--- config.mk ---
export PLATFORM = sky130hd
export DESIGN_NAME = fmc_div_sequencer
export DESIGN_NICKNAME = d
export VERILOG_FILES = /design/src/rtl/fmc_pkg.sv /design/src/rtl/fmc_cfg_buffer.sv /design/src/rtl/fmc_div_sequencer.sv
export SDC_FILE = /design/constraint.sdc
export NUM_CORES = 1
export LEC_CHECK = 0
export CAP_MARGIN = 20
export CORE_MARGIN = 4
export CORE_UTILIZATION = 45
export DETAILED_ROUTE_END_ITERATION = 6
export PLACE_DENSITY = 0.72
export SLEW_MARGIN = 20
export SYNTH_ARGS = -nofsm -noshare
export SYNTH_HDL_FRONTEND = slang
export SYNTH_HIERARCHICAL = 1
export SYNTH_SLANG_ARGS = --single-unit
--- constraint.sdc ---
create_clock -name clk_ext -period 2.3 [get_ports clk_ext]
set_clock_uncertainty 0.1 [all_clocks]
set_input_delay 0.23 -clock clk_ext [delete_from_list [all_inputs] [get_ports clk_ext]]
set_output_delay 0.23 -clock clk_ext [all_outputs]
set_load 0.01 [all_outputs]
--- src/rtl/fmc_pkg.sv ---
// Shared types and constants for the FMC divider sequencer.
// The select-code helper is only used when FMC_SEL_GEN_EN is defined.
package fmc_pkg;

    localparam int N_W_DEF = 3;
    localparam int M_W_DEF = 2;

    typedef enum logic {
        IDLE = 1'b0,
        RUN  = 1'b1
    } fmc_state_e;

    localparam logic [1:0] SEL_NONE = 2'b00;
    localparam logic [1:0] SEL_M    = 2'b01;
    localparam logic [1:0] SEL_N    = 2'b10;

    // Frame end wins over a plain sub-period end.
    function automatic logic [1:0] sel_code(input logic div_n, input logic div_m);
        logic [1:0] code;
        case ({div_m, div_n})
            2'b11, 2'b10: code = SEL_M;
            2'b01:        code = SEL_N;
            default:      code = SEL_NONE;
        endcase
        return code;
    endfunction

endpackage

--- src/rtl/fmc_cfg_buffer.sv ---
// One-entry pending configuration register with a registered ready flag.
// A write and a load can never coincide because ready is low while the entry is full.
module fmc_cfg_buffer
    import fmc_pkg::*;
#(
    parameter int N_W = N_W_DEF,
    parameter int M_W = M_W_DEF
) (
    input  logic           clk,
    input  logic           rst,
    input  logic           wr_en,
    input  logic [N_W-1:0] wr_n,
    input  logic [M_W-1:0] wr_m,
    input  logic           load,
    output logic           valid,
    output logic           ready,
    output logic [N_W-1:0] pend_n,
    output logic [M_W-1:0] pend_m
);

    logic           valid_q, valid_d;
    logic           ready_q, ready_d;
    logic [N_W-1:0] pend_n_q, pend_n_d;
    logic [M_W-1:0] pend_m_q, pend_m_d;

    // Entry capture / release.
    always_comb begin
        valid_d  = valid_q;
        pend_n_d = pend_n_q;
        pend_m_d = pend_m_q;
        if (wr_en) begin
            valid_d  = 1'b1;
            pend_n_d = wr_n;
            pend_m_d = wr_m;
        end else if (load) begin
            valid_d = 1'b0;
        end else begin
            valid_d = valid_q;
        end
        ready_d = ~valid_d;
    end

    // Buffer state register; reset flushes any pending entry.
    always_ff @(posedge clk) begin
        if (rst) begin
            valid_q  <= 1'b0;
            ready_q  <= 1'b1;
            pend_n_q <= '0;
            pend_m_q <= '0;
        end else begin
            valid_q  <= valid_d;
            ready_q  <= ready_d;
            pend_n_q <= pend_n_d;
            pend_m_q <= pend_m_d;
        end
    end

    assign valid  = valid_q;
    assign ready  = ready_q;
    assign pend_n = pend_n_q;
    assign pend_m = pend_m_q;

endmodule

--- src/rtl/fmc_div_sequencer.sv ---
// Divider counter sequencer: N+1-cycle sub-periods grouped M+1 per frame.
// Optional registered select output enabled by defining FMC_SEL_GEN_EN.
module fmc_div_sequencer
    import fmc_pkg::*;
#(
    parameter int N_W = N_W_DEF,
    parameter int M_W = M_W_DEF
) (
    input  logic           clk_ext,
    input  logic           rst,
    input  logic           en,
    input  logic           cfg_valid,
    output logic           cfg_ready,
    input  logic [N_W-1:0] cfg_N,
    input  logic [M_W-1:0] cfg_M,
    output logic [N_W-1:0] N,
    output logic [M_W-1:0] M,
    output logic [N_W-1:0] N_counter,
    output logic [M_W-1:0] M_counter,
    output logic           DIV_N,
    output logic           DIV_M,
`ifdef FMC_SEL_GEN_EN
    output logic [1:0]     sel,
`endif
    output logic           frame_start
);

    fmc_state_e     state_q, state_d;
    logic [N_W-1:0] n_q, n_d, ncnt_q, ncnt_d;
    logic [M_W-1:0] m_q, m_d, mcnt_q, mcnt_d;
    logic           div_n_q, div_n_d, div_m_q, div_m_d, fs_q, fs_d;
    logic           accept_s, load_s, frame_end_s, buf_wr_s;
    logic           pend_valid_s;
    logic [N_W-1:0] pend_n_s;
    logic [M_W-1:0] pend_m_s;

    assign accept_s    = cfg_valid & cfg_ready;
    assign frame_end_s = (ncnt_q == n_q) && (mcnt_q == m_q);
    assign buf_wr_s    = accept_s && (state_q == RUN);

    fmc_cfg_buffer #(.N_W(N_W), .M_W(M_W)) u_cfg_buffer (
        .clk    (clk_ext),
        .rst    (rst),
        .wr_en  (buf_wr_s),
        .wr_n   (cfg_N),
        .wr_m   (cfg_M),
        .load   (load_s),
        .valid  (pend_valid_s),
        .ready  (cfg_ready),
        .pend_n (pend_n_s),
        .pend_m (pend_m_s)
    );

    // Next state, counters and strobes; strobes describe the next counter values.
    always_comb begin
        state_d = state_q;
        n_d     = n_q;
        m_d     = m_q;
        ncnt_d  = '0;
        mcnt_d  = '0;
        load_s  = 1'b0;
        case (state_q)
            IDLE: begin
                if (accept_s) begin
                    n_d = cfg_N;
                    m_d = cfg_M;
                end else begin
                    load_s = pend_valid_s;
                end
                state_d = en ? RUN : IDLE;
            end
            RUN: begin
                if (!en) begin
                    state_d = IDLE;
                    load_s  = pend_valid_s;
                end else if (ncnt_q == n_q) begin
                    mcnt_d = (mcnt_q == m_q) ? '0 : mcnt_q + M_W'(1);
                    load_s = frame_end_s && pend_valid_s;
                end else begin
                    ncnt_d = ncnt_q + N_W'(1);
                    mcnt_d = mcnt_q;
                end
            end
            default: state_d = IDLE;
        endcase
        if (load_s) begin
            n_d = pend_n_s;
            m_d = pend_m_s;
        end else begin
            n_d = n_d;
        end
        div_n_d = (state_d == RUN) && (ncnt_d == n_d);
        div_m_d = div_n_d && (mcnt_d == m_d);
        fs_d    = (state_d == RUN) && (ncnt_d == '0) && (mcnt_d == '0);
    end

    // Sequencer state register.
    always_ff @(posedge clk_ext) begin
        if (rst) begin
            state_q <= IDLE;
            n_q     <= '0;
            m_q     <= '0;
            ncnt_q  <= '0;
            mcnt_q  <= '0;
            div_n_q <= 1'b0;
            div_m_q <= 1'b0;
            fs_q    <= 1'b0;
        end else begin
            state_q <= state_d;
            n_q     <= n_d;
            m_q     <= m_d;
            ncnt_q  <= ncnt_d;
            mcnt_q  <= mcnt_d;
            div_n_q <= div_n_d;
            div_m_q <= div_m_d;
            fs_q    <= fs_d;
        end
    end

`ifdef FMC_SEL_GEN_EN
    logic [1:0] sel_q;

    // Select code registered alongside the strobes.
    always_ff @(posedge clk_ext) begin
        if (rst) begin
            sel_q <= SEL_NONE;
        end else begin
            sel_q <= sel_code(div_n_d, div_m_d);
        end
    end

    assign sel = sel_q;
`endif

    assign N           = n_q;
    assign M           = m_q;
    assign N_counter   = ncnt_q;
    assign M_counter   = mcnt_q;
    assign DIV_N       = div_n_q;
    assign DIV_M       = div_m_q;
    assign frame_start = fs_q;

endmodule

Word level (Yosys, flattened, before mapping)
Index checks and enable logic that the tools add are counted.

word-level totals
  register bits = 21
  input bits = 9
  output and inout bits = 14
  word-level logic and storage cells = 50

cells by class
  add/subtract/negate cells = 2
  equality and inequality tests = 4
  mux-type cells = 20
  bitwise gates (word level) = 3
  reduce and logical (&&, ||, !) cells = 9

operators by type and width
  kind                   count
  $mux W3                6
  $mux W2                7
  $logic_and A1 B1 Y1    7
  $eq A3 B3 Y1           2
  $mux W1                6
  $eq A2 B2 Y1           2
  $add A3 B1 Y3 const B  1
  $logic_not A3 Y1       1
  $add A2 B1 Y2 const B  1
  $logic_not A2 Y1       1
  $not A1 Y1             2
  $pmux W1 S2            1
  $and A1 B1 Y1          1

Depth between registers and ports, before layout
Gate-level depths: netlist of the first run.

  word-level depth = 10
  gate-level depth with buffers = 8
  mapped depth without buffers = 7

Hierarchy
Netlist of the first run, hierarchy kept.

modules (own cells, without submodules)
  module             instances  cells each  area an instance (µm²)  sequential area each (µm²)
  fmc_div_sequencer  1          92          814.5                   280.3
  fmc_cfg_buffer     1          21          244.0                   140.1

Worst setup path after synthesis of the first run
OpenSTA, ideal clock, no wires.

  kind = register -> register
  from = reg ncnt_q[0], in the netlist N_counter[0]
  to = reg div_m_q, in the netlist DIV_M
  library setup time = 88 ps
  arrival time = 1843 ps
  required time = 2112 ps
  slack = 269 ps
  stages on the path, launching flop included = 8
  path buffers = 0
  clock period less this slack = 2031 ps
  cells stage by stage = dfxtp_1 -> xnor2_1 -> and3_4 -> a21o_2 -> a21oi_1 -> or4_1 -> a2bb2oi_1 -> nor4_2

on the way
  cells in the longest elaborated chain, start to end = 10
  elaborated cells between the ends (all ways) = 19
  classes of those cells = add/sub: 1; eq/ne: 3; mux: 11; reduce/logical: 4

RTL lines
  element                   RTL line                                          text
  start: declaration        fmc_div_sequencer.sv:29                           logic [N_W-1:0] n_q, n_d, ncnt_q, ncnt_d;
  start signal: assignment  fmc_div_sequencer.sv:112                          ncnt_q <= ncnt_d;
  $eq A3 B3 Y1              fmc_div_sequencer.sv:38, fmc_div_sequencer.sv:76
  $logic_and A1 B1 Y1       fmc_div_sequencer.sv:38                           assign frame_end_s = (ncnt_q == n_q) && (mcnt_q == m_q);
  $logic_and A1 B1 Y1       fmc_div_sequencer.sv:78                           load_s = frame_end_s && pend_valid_s;
  $mux W1                   fmc_div_sequencer.sv:76                           end else if (ncnt_q == n_q) begin
  $mux W1                   fmc_div_sequencer.sv:73                           if (!en) begin
  $pmux W1 S2               fmc_div_sequencer.sv:62                           case (state_q)
  $mux W3                   fmc_div_sequencer.sv:86                           if (load_s) begin
  $eq A3 B3 Y1              fmc_div_sequencer.sv:92                           div_n_d = (state_d == RUN) && (ncnt_d == n_d);
  $logic_and A1 B1 Y1       fmc_div_sequencer.sv:92
  $logic_and A1 B1 Y1 *     fmc_div_sequencer.sv:93                           div_m_d = div_n_d && (mcnt_d == m_d);
  end signal: assignment    fmc_div_sequencer.sv:115                          div_m_q <= div_m_d;
  end: declaration          fmc_div_sequencer.sv:31                           logic div_n_q, div_n_d, div_m_q, div_m_d, fs_q, fs_d;

Every way passes the cells marked *; elsewhere a longest branch is shown, timed or not.
A chain may end at the register's enable or synchronous reset.

Worst setup path in the final report of the first run
Same ends and word-level chain as after synthesis.

==> impl_metrics.ini, run 1 <==
[setup_path]
path_max_fanout = 7
cp.arrival_ps = 2270
path_buf_inv = 0
worstSetupEndpointType = register
crit_slowest_cell = dfxtp_1
reg2reg_depth = 7
required_ps = 2430
r2r-start = N_counter[0]
cp-start-kind = register
cp_slowest_stage_delay_ps = 480
r2r_setup_slack_ps = 150
rr_endpoint = DIV_M
cp_cell_sequence = xnor2_1, and3_4, a21o_2, a21oi_1, or4_1, a2bb2oi_1, nor4_2
path_class = reg2reg
crit_family = simple AND/OR/NAND/NOR gates

[timing]
slew-limit-headroom = 0.7429
setup_viol = 0
rsz0062_at_grt = no
drv_slew = 0
fmax_ghz = 0.4658
final_hold_viol_count = 0
max_slew.worst_pin.slew_ps = 385.7
finalSetupTns_ps = 0
fin_crit_ps = 2147
fin_crit_sh = 0.9335

[clocking]
clock_path_buffers = 2
cts.sinks = 21
cts_tree = built
cts_setup_buffers = 0
cts-hold-fix-buffers = 0
cts_max_level = 1
cts-root-buf = clkbuf_4
clkSlewWorstSetupHoldPaths_ps = 120
numCtsBuffers = 3
cts_resized = 0
clock_latency_ps = 300

[grt]
grtUsageTotal = 0.1604
grt_pass1_vias = 903
antenna_found_initial = 0
grt-ovfl-total = 0
grt_pass1_wl_um = 4105
grt_max_degree = 17

[place]
dp_hpwl_um = 1861
place_congestion = 0.8120
post-place-cells = 167
io_buffers = 22

[finish]
fill_cells = 201
layout.nets = 154
finalNonFillerCells = 171
area_delta_synth_final_pct = 29.43
multi_input_area_sq_um = 615.6
drive_gt1_frac = 0.1399
ff_latch_area_sq_um = 420.4
diodes = 0

[detailed_routing]
ant_nets = 0
via_per_inst = 5.409
wirelength_um = 2393
drtPass1Iterations = 4
drc = 0
num_vias = 925
wire_per_inst_um = 13.99
drtIter0Drc = 28

[floorplanning]
die_h_um = 56.50
core_region_area_sq_um = 2233
io_pins = 23
rows = 17
initial_utilization = 0.4739
dieArea_sq_um = 3192
fp.dieW_um = 56.50

[synth]
ys.flop_type = dfxtp_1
synth_cells = 113
synth_area_sq_um = 1059
synth_edf_count = 0
yosysMostFrequentCell = dfxtp_1
yosys.area.top_type_share = 0.3972
ys_warn_count = 6
synth_area_per_cell_sq_um = 9.367
synthTopCellsByArea = dfxtp_1, mux2i_1, nor2_1
synth_commonest_cells = dfxtp_1, nor2_1, mux2i_1, a21oi_1, xnor2_1
seq_area_frac_synth = 0.3972
yosysTopAreaCell = dfxtp_1
synth_cell_types = 38
async_flop_share = 0
syn_nets = 123
ys_ff_latch = 21

[min_path]
worstHoldStart = u_cfg_buffer/pend_n[1]
hold_path_class = reg2reg
hold_depth = 2
holdPathEnd = u_cfg_buffer/pend_n[1]

[power]
power_density_nw_per_um2 = 552.0
ir_worst_vdd_mv = 0.4256
p_leak_nw = 0.5358

[outcome]
run_status = complete, no violations

[run]
cap_violations = 0
[worst min-delay path: cells and delay by family (launching register included)]
family,cells,cell delay [ps]
DFF,1,340
and+or+nand+nor,1,80
muxes,1,60
[logic make-up after synthesis]
group / after synthesis / synth area share
and+or+nand+nor: 47 / 0.2471
DFF: 21 / 0.3972
AOI/OAI and AO/OA: 20 / 0.1253
muxes: 12 / 0.1158
xor gates and xnor gates: 9 / 0.08157
buffers and inverters: 3 / 0.02128
adders and majority gates: 1 / 0.01182
[state kept, by name (all words and copies together), names as in the netlist]
| name | cells |
|---|---|
| DIV_N | 1 |
| M | 2 |
| u_cfg_buffer/ready | 1 |
| frame_start | 1 |
| state_q | 1 |
| u_cfg_buffer/pend_n | 3 |
| N | 3 |
| DIV_M | 1 |
| N_counter | 3 |
| u_cfg_buffer/valid | 1 |
| M_counter | 2 |
| u_cfg_buffer/pend_m | 2 |
[per-layer routing]
metal	vias to the layer above	GRT usage	wire, um
met2	33	0.2706	1129
met4	0	0.05085	34
met5	-	0	0
met1	427	0.2084	1111
li1	460	-	-
met3	5	0.02299	118
[cell usage in the layout, fill, tap and decap left out, drive strengths merged, types with 2 or more instances in the layout]
cell / Yosys / final
clkdlybuf4s50: 0 / 22
dfxtp: 21 / 21
nor2: 17 / 17
mux2i: 10 / 10
a21oi: 10 / 10
buf: 2 / 7
xnor2: 6 / 6
nand2: 4 / 4
nand3: 4 / 4
nor2b: 4 / 4
clkbuf: 1 / 4
nor3: 3 / 3
xor2: 3 / 3
nand3b: 2 / 2
and2: 2 / 2
mux2: 2 / 2
o211ai: 2 / 2
a2bb2oi: 2 / 2
o21bai: 2 / 2
and3: 2 / 2
[report_power, final]
| group | internal, mW | switching, mW | leakage [nW] |
|---|---|---|---|
| Combinational | 0.0954 | 0.0861 | 0.349 |
| Clock | 0.0676 | 0.112 | 0.0150 |
| Sequential | 0.381 | 0.0147 | 0.171 |
[through the flow]
| step | instance area (sq um) | setup slack (ps) | total power, mW | util | hold WS, ps |
|---|---|---|---|---|---|
| global route | 1370 | 4.598 | 0.7926 | 0.6134 | 453.3 |
| finish | 1370 | 152.9 | 0.7562 | 0.6134 | 406.3 |
| floorplan | 1059 | 269.4 | 0.5132 | - | 202.4 |
| detailed placement | 1344 | 51.26 | 0.5841 | 0.6017 | 385.3 |
| global placement | 1344 | 65.40 | 0.5818 | 0.6017 | 363.3 |
| CTS | 1370 | 154.0 | 0.7608 | 0.6134 | 414.5 |
[how the worst max path moves through the flow]
stage	startpoint	end	slack, ps	cells after the start
6_report	N_counter[0]	DIV_M	150	7
5_1_grt	M_counter[1]	DIV_M	5	7
4_1_cts	N_counter[0]	DIV_M	150	7
3_5_place_dp	cfg_valid	DIV_M	50	8
3_3_place_gp	cfg_valid	DIV_M	70	8
2_1_floorplan	N_counter[0]	DIV_M	270	7
[layout make-up]
| type | instances | area share |
|---|---|---|
| flip-flops and latches | 21 | 0.3069 |
| well taps | 28 | 0.02557 |
| multi-input cells | 89 | 0.4493 |
| repair buffers | 29 | 0.1991 |
| clock buffers | 4 | 0.01918 |
No activity file was read; power rests on OpenSTA's default activity.
==> inputs of run 2 (changes only) <==
- CORE_MARGIN: 4 -> default
==> run 2 against run 1 <==
Compared with the run above: design area up 0.91%; global-route usage up 5.7 points; power barely moved; clock power about the same; critical path depth stayed put; utilization up 1.2 points; critical endpoint unchanged; largest power group unchanged; highest routed layer unchanged.
==> impl_metrics.ini, run 2 (same netlist as run 1, synthesis figures left out) <==
[floorplanning]
core_region_area_sq_um = 2212
die_h_um = 50.50
fp.dieW_um = 50.50
io_pins = 23
initial_utilization = 0.4785
dieArea_sq_um = 2550
rows = 17

[timing]
fin_crit_sh = 0.9436
fmax_ghz = 0.4608
rsz0062_at_grt = no
setup_viol = 0
whs_ps = 402.8
final_hold_viol_count = 0
drv_slew = 0
slew-limit-headroom = 0.7506
finalSetupTns_ps = 0
max_slew.worst_pin.slew_ps = 374.2
fin_crit_ps = 2170

[setup_path]
path_class = reg2reg
path_max_fanout = 7
cp_cell_sequence = xnor2_1, and3_4, a21o_2, a21oi_1, or4_1, a2bb2oi_1, nor4_2
reg2reg_depth = 7
crit_family = simple AND/OR/NAND/NOR gates
cp.arrival_ps = 2290
worstSetupEndpointType = register
cp-start-kind = register
r2r_setup_slack_ps = 130
crit_slowest_cell = dfxtp_1
required_ps = 2420
cp_slowest_stage_delay_ps = 480
crit_cells = 7
path_buf_inv = 0

[grt]
grt_pass1_wl_um = 4105
grt_pass1_vias = 921
grt_max_degree = 12
grtUsageTotal = 0.2171
grt-ovfl-total = 0
antenna_found_initial = 0

[finish]
drive_gt1_frac = 0.1528
layout.nets = 155
fill_cells = 229
diodes = 0
final_common_cell = clkdlybuf4s50_1
layout.cells.most_common_list = clkdlybuf4s50_1, dfxtp_1, nor2_1
area_delta_synth_final_pct = 30.62

[min_path]
hold_path_class = reg2reg
hold_depth = 2

[detailed_routing]
via_per_inst = 5.262
wirelength_um = 2393
num_vias = 905
ant_nets = 0
drtIter0Drc = 16
wire_per_inst_um = 13.91
drtPass1Iterations = 4
drc = 0

[power]
p_leak_nw = 0.5419
power_density_nw_per_um2 = 547.4
ir_worst_vdd_mv = 0.5095
p_total_mw = 0.7568

[clocking]
numCtsBuffers = 3
cts-root-buf = clkbuf_4
clock_path_buffers = 2
clkSlewWorstSetupHoldPaths_ps = 110
cts.sinks = 21
cts_max_level = 1
clock_latency_ps = 300
cts-hold-fix-buffers = 0
cts_tree = built

[run]
cap_violations = 0

[place]
place_congestion = 0.8576
io_buffers = 22
dp_hpwl_um = 1829

[outcome]
run_status = complete, no violations
==> run 2: per-layer routing <==
layer | track usage | up-vias | part of all wire | routed length [um]
li1 | - | 462 | - | -
met2 | 0.3556 | 30 | 0.46 | 1102
met3 | 0.05758 | 4 | 0.056 | 135
met4 | 0.05556 | 0 | 0.015 | 36
met1 | 0.2814 | 409 | 0.47 | 1119
met5 | 0 | - | 0 | 0
==> run 2: worst paths after layout <==
kind,from,endpoint
setup / recovery,N_counter[0],DIV_M
hold / removal,u_cfg_buffer/pend_n[1],u_cfg_buffer/pend_n[1]
setup reg to reg,N_counter[0],DIV_M
hold reg to reg,u_cfg_buffer/pend_n[1],u_cfg_buffer/pend_n[1]
==> run 2: what timing repair did <==
action | 4_1_cts | 5_1_grt
setup buffers | 0 | 0
resized for setup | 0 | 1
endpoints found under the setup margin | 0 | 1
==> run 2: worst reg2reg max path, delay by kind of cell, from the launching register on <==
kind,cells,cell delay [ps]
XOR/XNOR,1,180
flip-flops,1,480
AND/OR/NAND/NOR,3,950
AO/OA/AOI/OAI,3,390
==> run 2: layout make-up <==
class	instances	area [sq um]	area share
flip-flops and latches	21	420.4	0.3041
well taps	28	35.03	0.02534
repair buffers	30	280.3	0.2027
multi-input cells	89	620.6	0.4489
clock buffers	4	26.28	0.01900
==> run 2: power by group <==
part / internal [mW] / switching, mW / leakage [nW]
logic: 0.0954 / 0.0885 / 0.356
clock network: 0.0676 / 0.111 / 0.0150
registers: 0.381 / 0.0137 / 0.171
total: 0.544 / 0.213 / 0.542
==> run 2: stage by stage <==
stage | cell area, sq um | utilization | worst slack, ps | std cells
3_3_place_gp | 1351 | 0.6109 | 8.425 | 168
3_5_place_dp | 1351 | 0.6109 | -24.04 | 168
2_1_floorplan | 1059 | - | 269.4 | 113
6_report | 1383 | 0.6250 | 129.8 | 172
4_1_cts | 1378 | 0.6227 | 134.5 | 172
5_1_grt | 1383 | 0.6250 | 9.051 | 172
==> inputs of run 3 (changes only) <==
- CORE_MARGIN: default -> 2
==> run 3 against run 2 <==
Compared with the run above: flip-flop and latch count is the same; fmax grew 2.7%; design area grew 0.45%; final cell count shrank 0.58%; critical path type unchanged; critical endpoint unchanged.
==> impl_metrics.ini, run 3 (same netlist as run 1, synthesis figures left out) <==
[outcome]
run_status = complete, no violations

[setup_path]
path_max_fanout = 4
cp.arrival_ps = 2240
cp_cell_sequence = xor2_2, nor2_2, a21o_2, a21oi_1, or4_1, a2bb2oi_1, nor4_2
cp-start-kind = register
crit_cells = 7
r2r-start = M[1]
path_buf_inv = 0
cp_slowest_stage_delay_ps = 460
r2r_setup_slack_ps = 190
path_class = reg2reg
required_ps = 2430
worstSetupEndpointType = register
crit_family = simple AND/OR/NAND/NOR gates
crit_slowest_cell = or4_1
rr_endpoint = DIV_M
reg2reg_depth = 7

[place]
place_area_sq_um = 1344
io_buffers = 22
place_congestion = 0.8521
dp_hpwl_um = 1849

[clocking]
cts_tree = built
cts_max_level = 1
cts_setup_buffers = 0
cts-hold-fix-buffers = 0
clock_path_buffers = 2
clkSlewWorstSetupHoldPaths_ps = 110
cts.sinks = 21
cts-root-buf = clkbuf_4
numCtsBuffers = 3
cts_resized = 0
clock_latency_ps = 310

[timing]
finalSetupTns_ps = 0
whs_ps = 399.3
setup_viol = 0
fin_crit_ps = 2113
fmax_ghz = 0.4733
max_slew.worst_pin.slew_ps = 372.1
fin_crit_sh = 0.9185
rsz0062_at_grt = no
slew-limit-headroom = 0.7519
final_hold_viol_count = 0
drv_slew = 0

[detailed_routing]
ant_nets = 0
wirelength_um = 2435
num_vias = 894
drtIter0Drc = 29
drc = 0
wire_per_inst_um = 14.24
drtPass1Iterations = 4
via_per_inst = 5.228

[finish]
final_common_cell = clkdlybuf4s50_1
diodes = 0
area_delta_synth_final_pct = 31.21
layout.cells.most_common_list = clkdlybuf4s50_1, dfxtp_1, nor2_1
utilization = 0.6278
fill_cells = 209
layout.nets = 154
fin_area_sq_um = 1389
drive_gt1_frac = 0.1748

[grt]
gr-usage-met1 = 0.2531
grt_max_degree = 15
grt-ovfl-total = 0
grtUsageMet3 = 0.03714
antenna_found_initial = 0
globalRouteMet2Util = 0.3333
grt_pass1_vias = 848
grt_pass1_wl_um = 4015
grt.busiest_layer = met2
grtUsageTotal = 0.2017

[power]
ir_worst_vdd_mv = 0.4914
p_leak_nw = 0.5382
p_total_mw = 0.7589
power_density_nw_per_um2 = 546.4

[floorplanning]
fp.dieW_um = 52.50
initial_utilization = 0.4785
dieArea_sq_um = 2756
die_h_um = 52.50
io_pins = 23
rows = 17
core_region_area_sq_um = 2212

[min_path]
hold_path_class = reg2reg
hold_depth = 1
holdPathEnd = N_counter[0]
worstHoldStart = N_counter[0]

[run]
cap_violations = 0
run 3: how the worst max path moves through the flow:
stage,from,to,slack (ps)
after floorplan,N_counter[0],DIV_M,270
after global placement,cfg_valid,DIV_M,6
after detailed placement,cfg_valid,DIV_M,-50
after CTS,N_counter[0],DIV_M,140
after global routing,M[1],DIV_M,3
final,M[1],DIV_M,190
run 3: layout make-up:
class / count / area [sq um] / share of cell area
multi-input cells: 89 / 630.6 / 0.4541
clock buffers: 4 / 26.28 / 0.01892
well taps: 28 / 35.03 / 0.02523
repair buffers: 29 / 272.8 / 0.1964
flip-flops and latches: 21 / 424.2 / 0.3054
run 3: layer usage:
| metal | wire [um] | up-vias | part of all wire |
|---|---|---|---|
| met1 | 1135 | 402 | 0.47 |
| met5 | 0 | - | 0 |
| met2 | 1129 | 34 | 0.46 |
| li1 | - | 453 | - |
| met4 | 46 | 0 | 0.019 |
| met3 | 124 | 5 | 0.051 |
run 3: per-stage QoR:
stage,instances,setup WS [ps]
6_report,171,187.4
5_1_grt,171,3.273
4_1_cts,171,137.1
3_5_place_dp,167,-51.80
3_3_place_gp,167,5.601
2_1_floorplan,113,269.4
run 3: where the power goes:
group | total, mW | switching [mW] | internal, mW
registers | 0.396 | 0.0151 | 0.381
logic | 0.184 | 0.0883 | 0.0958
clock network | 0.178 | 0.111 | 0.0678
total | 0.759 | 0.214 | 0.545
